**src/rtl/frame_pkg.sv**
```systemverilog
// Shared definitions for the frame address generator: FSM encoding, tail-mode
// constants and the parameter legality rule used at elaboration.
package frame_pkg;

  typedef enum logic [1:0] {
    ST_IDLE = 2'd0,
    ST_EMIT = 2'd1,
    ST_DONE = 2'd2
  } state_t;

  localparam int TAIL_DROP = 0;
  localparam int TAIL_PAD  = 1;

  // A hop larger than the frame would leave unread gaps between frames.
  function automatic bit frame_params_ok(input int frame_size, input int frame_hop,
                                         input int tail_mode);
    return (frame_size >= 1) && (frame_hop >= 1) && (frame_hop <= frame_size) &&
           ((tail_mode == TAIL_DROP) || (tail_mode == TAIL_PAD));
  endfunction

endpackage

```
**src/rtl/frame_tail_calc.sv**
```systemverilog
// Combinational frame geometry for one candidate frame start: whether it is the
// final frame, how far it runs past the window end, and whether the window is unusable.
module frame_tail_calc
  import frame_pkg::*;
#(
  parameter int ADDRW      = 32,
  parameter int FRAME_SIZE = 400,
  parameter int FRAME_HOP  = 160,
  parameter int TAIL_MODE  = TAIL_DROP
) (
  input  logic [ADDRW-1:0] start_addr,
  input  logic [ADDRW-1:0] end_addr,
  output logic             is_last,
  output logic [ADDRW-1:0] pad_len,
  output logic             too_short
);

  typedef logic [ADDRW:0] wide_t;

  localparam wide_t SIZE_W    = wide_t'(FRAME_SIZE);
  localparam wide_t SIZE_M1_W = wide_t'(FRAME_SIZE - 1);
  localparam wide_t HOP_W     = wide_t'(FRAME_HOP);

  // One extra bit so that running off the top of the address space reads as
  // "beyond end" instead of wrapping back into the window.
  wide_t start_w;
  wide_t end_w;
  wide_t len_w;
  wide_t frame_last_w;
  wide_t next_start_w;
  wide_t next_last_w;

  always_comb begin
    start_w      = {1'b0, start_addr};
    end_w        = {1'b0, end_addr};
    len_w        = end_w - start_w + wide_t'(1);
    frame_last_w = start_w + SIZE_M1_W;
    next_start_w = start_w + HOP_W;
    next_last_w  = next_start_w + SIZE_M1_W;
  end

  generate
    if (TAIL_MODE == TAIL_PAD) begin : g_pad
      always_comb begin
        too_short = (end_w < start_w);
        is_last   = (next_start_w > end_w);
        pad_len   = '0;
        if (frame_last_w > end_w) begin
          pad_len = ADDRW'(frame_last_w - end_w);
        end
      end
    end else begin : g_drop
      always_comb begin
        too_short = (end_w < start_w) || (len_w < SIZE_W);
        is_last   = (next_last_w > end_w);
        pad_len   = '0;
      end
    end
  endgenerate

endmodule

```
**src/rtl/frame_addr_gen.sv**
```systemverilog
// Frame address generator: walks a word window in hop-sized steps and hands one
// frame address pair per valid/ready handshake to the windowing stage's reader.
module frame_addr_gen
  import frame_pkg::*;
#(
  parameter int ADDRW      = 32,
  parameter int FRAME_SIZE = 400,
  parameter int FRAME_HOP  = 160,
  parameter int IDXW       = 16,
  parameter int TAIL_MODE  = TAIL_DROP
) (
  input  logic             clk,
  input  logic             rst,
  input  logic             i_start,
  input  logic             i_abort,
  input  logic [ADDRW-1:0] i_start_addr,
  input  logic [ADDRW-1:0] i_end_addr,
  input  logic             i_ready,
  output logic             o_valid,
  output logic [ADDRW-1:0] o_frame_start,
  output logic [ADDRW-1:0] o_frame_end,
  output logic [IDXW-1:0]  o_frame_idx,
  output logic [ADDRW-1:0] o_pad_len,
  output logic             o_last,
  output logic             o_busy,
  output logic             o_done,
  output logic             o_err
);

  generate
    if (!frame_params_ok(FRAME_SIZE, FRAME_HOP, TAIL_MODE)) begin : g_bad_params
      $error("frame_addr_gen: need 1 <= FRAME_HOP <= FRAME_SIZE and TAIL_MODE in {0,1}");
    end
  endgenerate

  localparam logic [ADDRW-1:0] HOP_A     = ADDRW'(FRAME_HOP);
  localparam logic [ADDRW-1:0] SIZE_M1_A = ADDRW'(FRAME_SIZE - 1);

  state_t           state_reg;
  logic             done_ph_reg;
  logic             err_pend_reg;
  logic [ADDRW-1:0] end_reg;

  logic [ADDRW-1:0] calc_start;
  logic [ADDRW-1:0] calc_end;
  logic [ADDRW-1:0] calc_pad;
  logic             calc_last;
  logic             calc_short;

  // In IDLE the calculator looks at the incoming window; in EMIT it looks one hop
  // ahead so the next frame is ready to load on the handshake edge.
  always_comb begin
    calc_start = i_start_addr;
    calc_end   = i_end_addr;
    if (state_reg != ST_IDLE) begin
      calc_start = o_frame_start + HOP_A;
      calc_end   = end_reg;
    end
  end

  frame_tail_calc #(
    .ADDRW      (ADDRW),
    .FRAME_SIZE (FRAME_SIZE),
    .FRAME_HOP  (FRAME_HOP),
    .TAIL_MODE  (TAIL_MODE)
  ) u_tail (
    .start_addr (calc_start),
    .end_addr   (calc_end),
    .is_last    (calc_last),
    .pad_len    (calc_pad),
    .too_short  (calc_short)
  );

  always_ff @(posedge clk or negedge rst) begin
    if (!rst) begin
      state_reg     <= ST_IDLE;
      done_ph_reg   <= 1'b0;
      err_pend_reg  <= 1'b0;
      end_reg       <= '0;
      o_valid       <= 1'b0;
      o_frame_start <= '0;
      o_frame_end   <= '0;
      o_frame_idx   <= '0;
      o_pad_len     <= '0;
      o_last        <= 1'b0;
      o_busy        <= 1'b0;
      o_done        <= 1'b0;
      o_err         <= 1'b0;
    end else begin
      o_done <= 1'b0;
      o_err  <= 1'b0;
      case (state_reg)
        ST_IDLE: begin
          if (i_start) begin
            end_reg     <= i_end_addr;
            o_busy      <= 1'b1;
            done_ph_reg <= 1'b0;
            if (calc_short) begin
              err_pend_reg <= 1'b1;
              state_reg    <= ST_DONE;
            end else begin
              err_pend_reg  <= 1'b0;
              o_valid       <= 1'b1;
              o_frame_start <= calc_start;
              o_frame_end   <= calc_start + SIZE_M1_A;
              o_frame_idx   <= '0;
              o_pad_len     <= calc_pad;
              o_last        <= calc_last;
              state_reg     <= ST_EMIT;
            end
          end
        end
        ST_EMIT: begin
          // Abort takes priority, even over the handshake on the final frame.
          if (i_abort) begin
            o_valid   <= 1'b0;
            o_last    <= 1'b0;
            o_busy    <= 1'b0;
            state_reg <= ST_IDLE;
          end else if (i_ready) begin
            if (o_last) begin
              o_valid      <= 1'b0;
              o_last       <= 1'b0;
              err_pend_reg <= 1'b0;
              done_ph_reg  <= 1'b0;
              state_reg    <= ST_DONE;
            end else begin
              o_frame_start <= calc_start;
              o_frame_end   <= calc_start + SIZE_M1_A;
              o_frame_idx   <= o_frame_idx + 1'b1;
              o_pad_len     <= calc_pad;
              o_last        <= calc_last;
            end
          end
        end
        ST_DONE: begin
          // Two phases: arm the done pulse, then leave while it is visible.
          if (!done_ph_reg) begin
            done_ph_reg <= 1'b1;
            o_done      <= 1'b1;
            o_err       <= err_pend_reg;
          end else begin
            done_ph_reg  <= 1'b0;
            err_pend_reg <= 1'b0;
            o_busy       <= 1'b0;
            state_reg    <= ST_IDLE;
          end
        end
        default: begin
          state_reg <= ST_IDLE;
          o_valid   <= 1'b0;
          o_busy    <= 1'b0;
        end
      endcase
    end
  end

endmodule

```
**config.mk**
```make
export PLATFORM = sky130hd
export DESIGN_NAME = frame_addr_gen
export DESIGN_NICKNAME = d
export VERILOG_FILES = /design/src/rtl/frame_pkg.sv /design/src/rtl/frame_tail_calc.sv /design/src/rtl/frame_addr_gen.sv
export SDC_FILE = /design/constraint.sdc
export NUM_CORES = 1
export LEC_CHECK = 0
export ABC_AREA = 0
export BUFFER_PORTS_ARGS = -buffer_cell sky130_fd_sc_hd__buf_4
export CAP_MARGIN = 0
export CORE_UTILIZATION = 47
export CTS_BUF_LIST = sky130_fd_sc_hd__clkbuf_8 sky130_fd_sc_hd__clkbuf_16
export CTS_CLUSTER_SIZE = 16
export DETAILED_ROUTE_END_ITERATION = 10
export GPL_TIMING_DRIVEN = 0
export PLACE_DENSITY = 0.74
export SLEW_MARGIN = 15
export SYNTH_ARGS = -nofsm -noshare
export SYNTH_HDL_FRONTEND = slang
export SYNTH_HIERARCHICAL = 1
export SYNTH_SLANG_ARGS = --single-unit
```
**constraint.sdc**
```tcl
create_clock -name clk -period 9 [get_ports clk]
set_clock_uncertainty 0.1 [all_clocks]
set_input_delay 1.8 -clock clk [delete_from_list [all_inputs] [get_ports clk]]
set_output_delay 1.8 -clock clk [all_outputs]
set_load 0.1 [all_outputs]
```
==> out/results.env <==
CAP_VIOLATIONS=0
WORST_PATH_LARGEST_CELL_DELAY_NS=0.66
FINAL.PERIOD_UTILIZATION_PCT=94.7
GRT_PASS1_VIAS=11800
NUM_VIAS=11900
CLOCK_TREE_FROM_TRITONCTS='done'
NUMBER_OF_MAX_SLEW_VIOLATIONS_IN_THE_FINAL_REPORT=0
SYNTH_AREA_LEADERS='dfrtp_1, ha_1, nand2_1'
NUM-FILL-CELLS=2421
WORSTSETUPPATHTYPE='reg -> reg'
SYNTHFLOPTYPE='dfrtp_1'
HOLD_CLASS='reg -> reg'
YS.WARNINGS.COUNT=6
FINALWORSTPATHREQUIREDPERIOD_NS=8.52
DIE_W_UM=167
CHIP_HEIGHT_UM=167
FIN_UTIL_PCT=57.4
SYN-CELL-AREA_UM2=12800
PLACE_CONGESTION=0.946
NUMCLOCKSINKS=153
PRE_CTS_SLACK_NS=-1.23
WORST_SETUP_PATH_END_KIND='flip-flop'
CLK_ROOT_BUFFER_CELL='clkbuf_16'
POSTCTSSETUPBUFFERS=0
FINAL_CELLS=2100
YOSYS_REG_BITS=153
WORSTPATHREQUIRED_NS=9.27
FINAL_ANTENNA_DIODE_COUNT=0
WIRELENGTH_UM=38600
CLOCK_LATENCY_NS=0.44
WORSTSETUPSTARTPOINTTYPE='flip-flop'
SYNTHMOSTINSTANTIATEDCELL='nand2_1'
SYNTH_TOP_CELL_AREA_SHARE_PCT=29.9
YOSYS-TOP-CELLS-COUNT='nand2_1, dfrtp_1, inv_1'
MAX_CLOCK_FREQ_MHz=117
INITIAL_UTILIZATION_PCT=47.7
FINALHOLDVIOLCOUNT=0
POSTPLACECELLAREA_UM2=14800
BUFFER_PORTS.INSERTED=185
PLACEDCELLCOUNT=2069
REMAINING_DRC_ERRORS=0
GRT_PASS1_WL_UM=61900
AREA_GROWTH_PCT=20.3
CP_DATA_ARRIVAL_TIME_NS=8.79
NUMBER_OF_SYNTHESIZED_FLOPS_WITH_AN_ENABLE_PIN=0
IO_PINS=186
CLOCK_BUFFERS_CREATED_BY_TRITONCTS=17
ASYNC_FLOP_SHARE_PCT=100
COREAREA_UM2=26800
FINAL_CRITICAL_PATH_SETUP_SLACK_NS=0.477
SYNTH_CELLS=1511
ROUTEDWLPERCELL_UM=18.4
WORST_PATH_MAX_DELAY_CELL='fa_1'
GRT_SETUP_UNREPAIRED='false'
MULTIINPUTGATEAREA_UM2=8170
ANTENNA_FOUND_INITIAL=0
REGAREA_UM2=3830
DRTPASS1ITERATIONS=5
GRT_START_MAX_NET_PINS=88
TIMING_WORST_SLEW_PIN_VALUE_NS=0.923
DRIVE_GT1_SHARE_PCT=22.2
COUNT_OF_NETS_AFTER_FINISHING=1934
ROUTE.DETAILED.VIAS_PER_INST=5.65
H_TREE_DEPTH_REPORTED_BY_CTS=4
FULL_DIE_AREA_UM2=27900
TIMING.CRITICAL_PATH.FANOUT_MAX=10
PATH_CLK_SLEW_NS=0.07
YS_TYPES=88
POST_SYNTH.CELL_AREA_AVG_UM2=8.46
DRT_FIRST_ITER_VIOLATIONS=873
POST-SYNTH-TOP-AREA-CELL='dfrtp_1'
DETAIL-ROUTE-ANTENNA-NETS=0
OUTCOME='complete, no violations'
WORST_PATH_MOST_REPEATED_CELL='inv_1'
LAYOUT.CELL_AREA.NON_FILLER_UM2=15400
STD_CELL_ROWS=60
SYNTH.YOSYS.SEQ_AREA_SHARE_PCT=29.9
SETUP_VIOLATIONS=0
GLOBAL_ROUTE.USAGE.TOTAL_PCT=27.9
GRT_OVERFLOW_TOTAL=0
MAX-CLOCK-PATH-BUFFERS=2
PLACE.DETAILED.HPWL_UM=30400
RELATIVE_SLEW_SLACK_PCT=38.0
## through the flow
step                      hold WS (ns)  TNS [ns]
final                            0.386         0
after global routing             0.410         0
after CTS                        0.386         0
after detailed placement         0.364    -82.37
after global placement           0.353    -74.58
after floorplan                  0.342         0
## cells by family after synthesis
kind of cell    after synthesis  synth area share (%)
fa+ha+maj                   119                  12.5
simple gates                560                  21.6
other cells                   1                0.0293
flops                       153                  29.9
buf+inv                     213                  7.36
xor+xnor                     83                  5.68
compound gates              297                  15.5
mux                          85                  7.38
## repair_timing
| action | in CTS | in global routing |
|---|---|---|
| endpoints found under the setup margin | 107 | 91 |
| hold buffers | 0 | 0 |
| gates resized for setup | 8 | 21 |
| pin swaps | 0 | 0 |
## cell usage in the layout, fill, tap and decap left out, types with 7 or more instances in the layout
| cell type | netlist | layout |
|---|---|---|
| buf_2 | 14 | 15 |
| clkbuf_16 | 0 | 17 |
| nand4_1 | 33 | 33 |
| o211ai_1 | 7 | 7 |
| or3_1 | 8 | 8 |
| nor2b_1 | 18 | 18 |
| conb_1 | 1 | 32 |
| ha_1 | 104 | 103 |
| o21ai_0 | 80 | 79 |
| inv_1 | 126 | 127 |
| and3_1 | 13 | 13 |
| mux2i_1 | 11 | 11 |
| mux2_2 | 74 | 74 |
| buf_4 | 33 | 217 |
| nor4_1 | 14 | 13 |
| nand2_1 | 249 | 249 |
| a31oi_1 | 12 | 12 |
| nand2b_1 | 24 | 24 |
| dfrtp_1 | 153 | 153 |
| fa_1 | 15 | 15 |
| clkbuf_2 | 0 | 10 |
| o21a_1 | 9 | 9 |
| and2_1 | 11 | 11 |
| o31a_1 | 8 | 8 |
| nor2_1 | 77 | 77 |
| nor3_1 | 36 | 36 |
| clkbuf_1 | 27 | 18 |
| nand3_1 | 34 | 34 |
| xor2_1 | 21 | 21 |
| a21oi_1 | 64 | 63 |
| o21ai_1 | 13 | 13 |
| xnor2_1 | 62 | 62 |
| a21o_1 | 22 | 22 |
## final timing paths
check / start / to / slack [ns] / cells after the start
worst max register to register: state_reg[0] / o_frame_start[26] / 0.48 / 32
min in group asynchronous: rst / o_frame_end[0] / 1.22 / 1
worst max-delay path: state_reg[0] / o_frame_start[26] / 0.48 / 32
worst min register to register: o_pad_len[6] / o_pad_len[6] / 0.39 / 2
max in group asynchronous: rst / end_reg[28] / 6.73 / 2
worst min-delay path: o_pad_len[6] / o_pad_len[6] / 0.39 / 2
## metal layers
metal	up-vias	part of all wire [%]	GRT usage (%)	routed length, um
li1	5702	-	-	-
met1	5653	43	35.0	16400
met2	422	47	46.5	18300
met3	80	6.1	5.16	2340
met4	0	4.0	12.7	1560
met5	-	0	0	0
## critical path: cells and delay by family, from the launching register on
kind / cells / cell delay, ns
AO/OA/AOI/OAI: 7 / 1.98
adder cells (fa/ha/maj): 3 / 1.20
buffers and inverters: 14 / 3.43
flip-flops: 1 / 0.41
multiplexers: 1 / 0.19
AND/OR/NAND/NOR: 7 / 1.12
## cell type report
cell class,instances,area share [%]
inverter,129,3.15
multi-input combinational,1176,53.1
sequential,153,24.9
buffer,83,3.08
clock inverter,15,1.01
timing repair buffer,186,9.26
clock buffer,17,2.77
tap,341,2.77
Power is left out: the tool's default activity adds up to more than one toggle a clock period on the data nets, which glitch-free logic cannot reach.
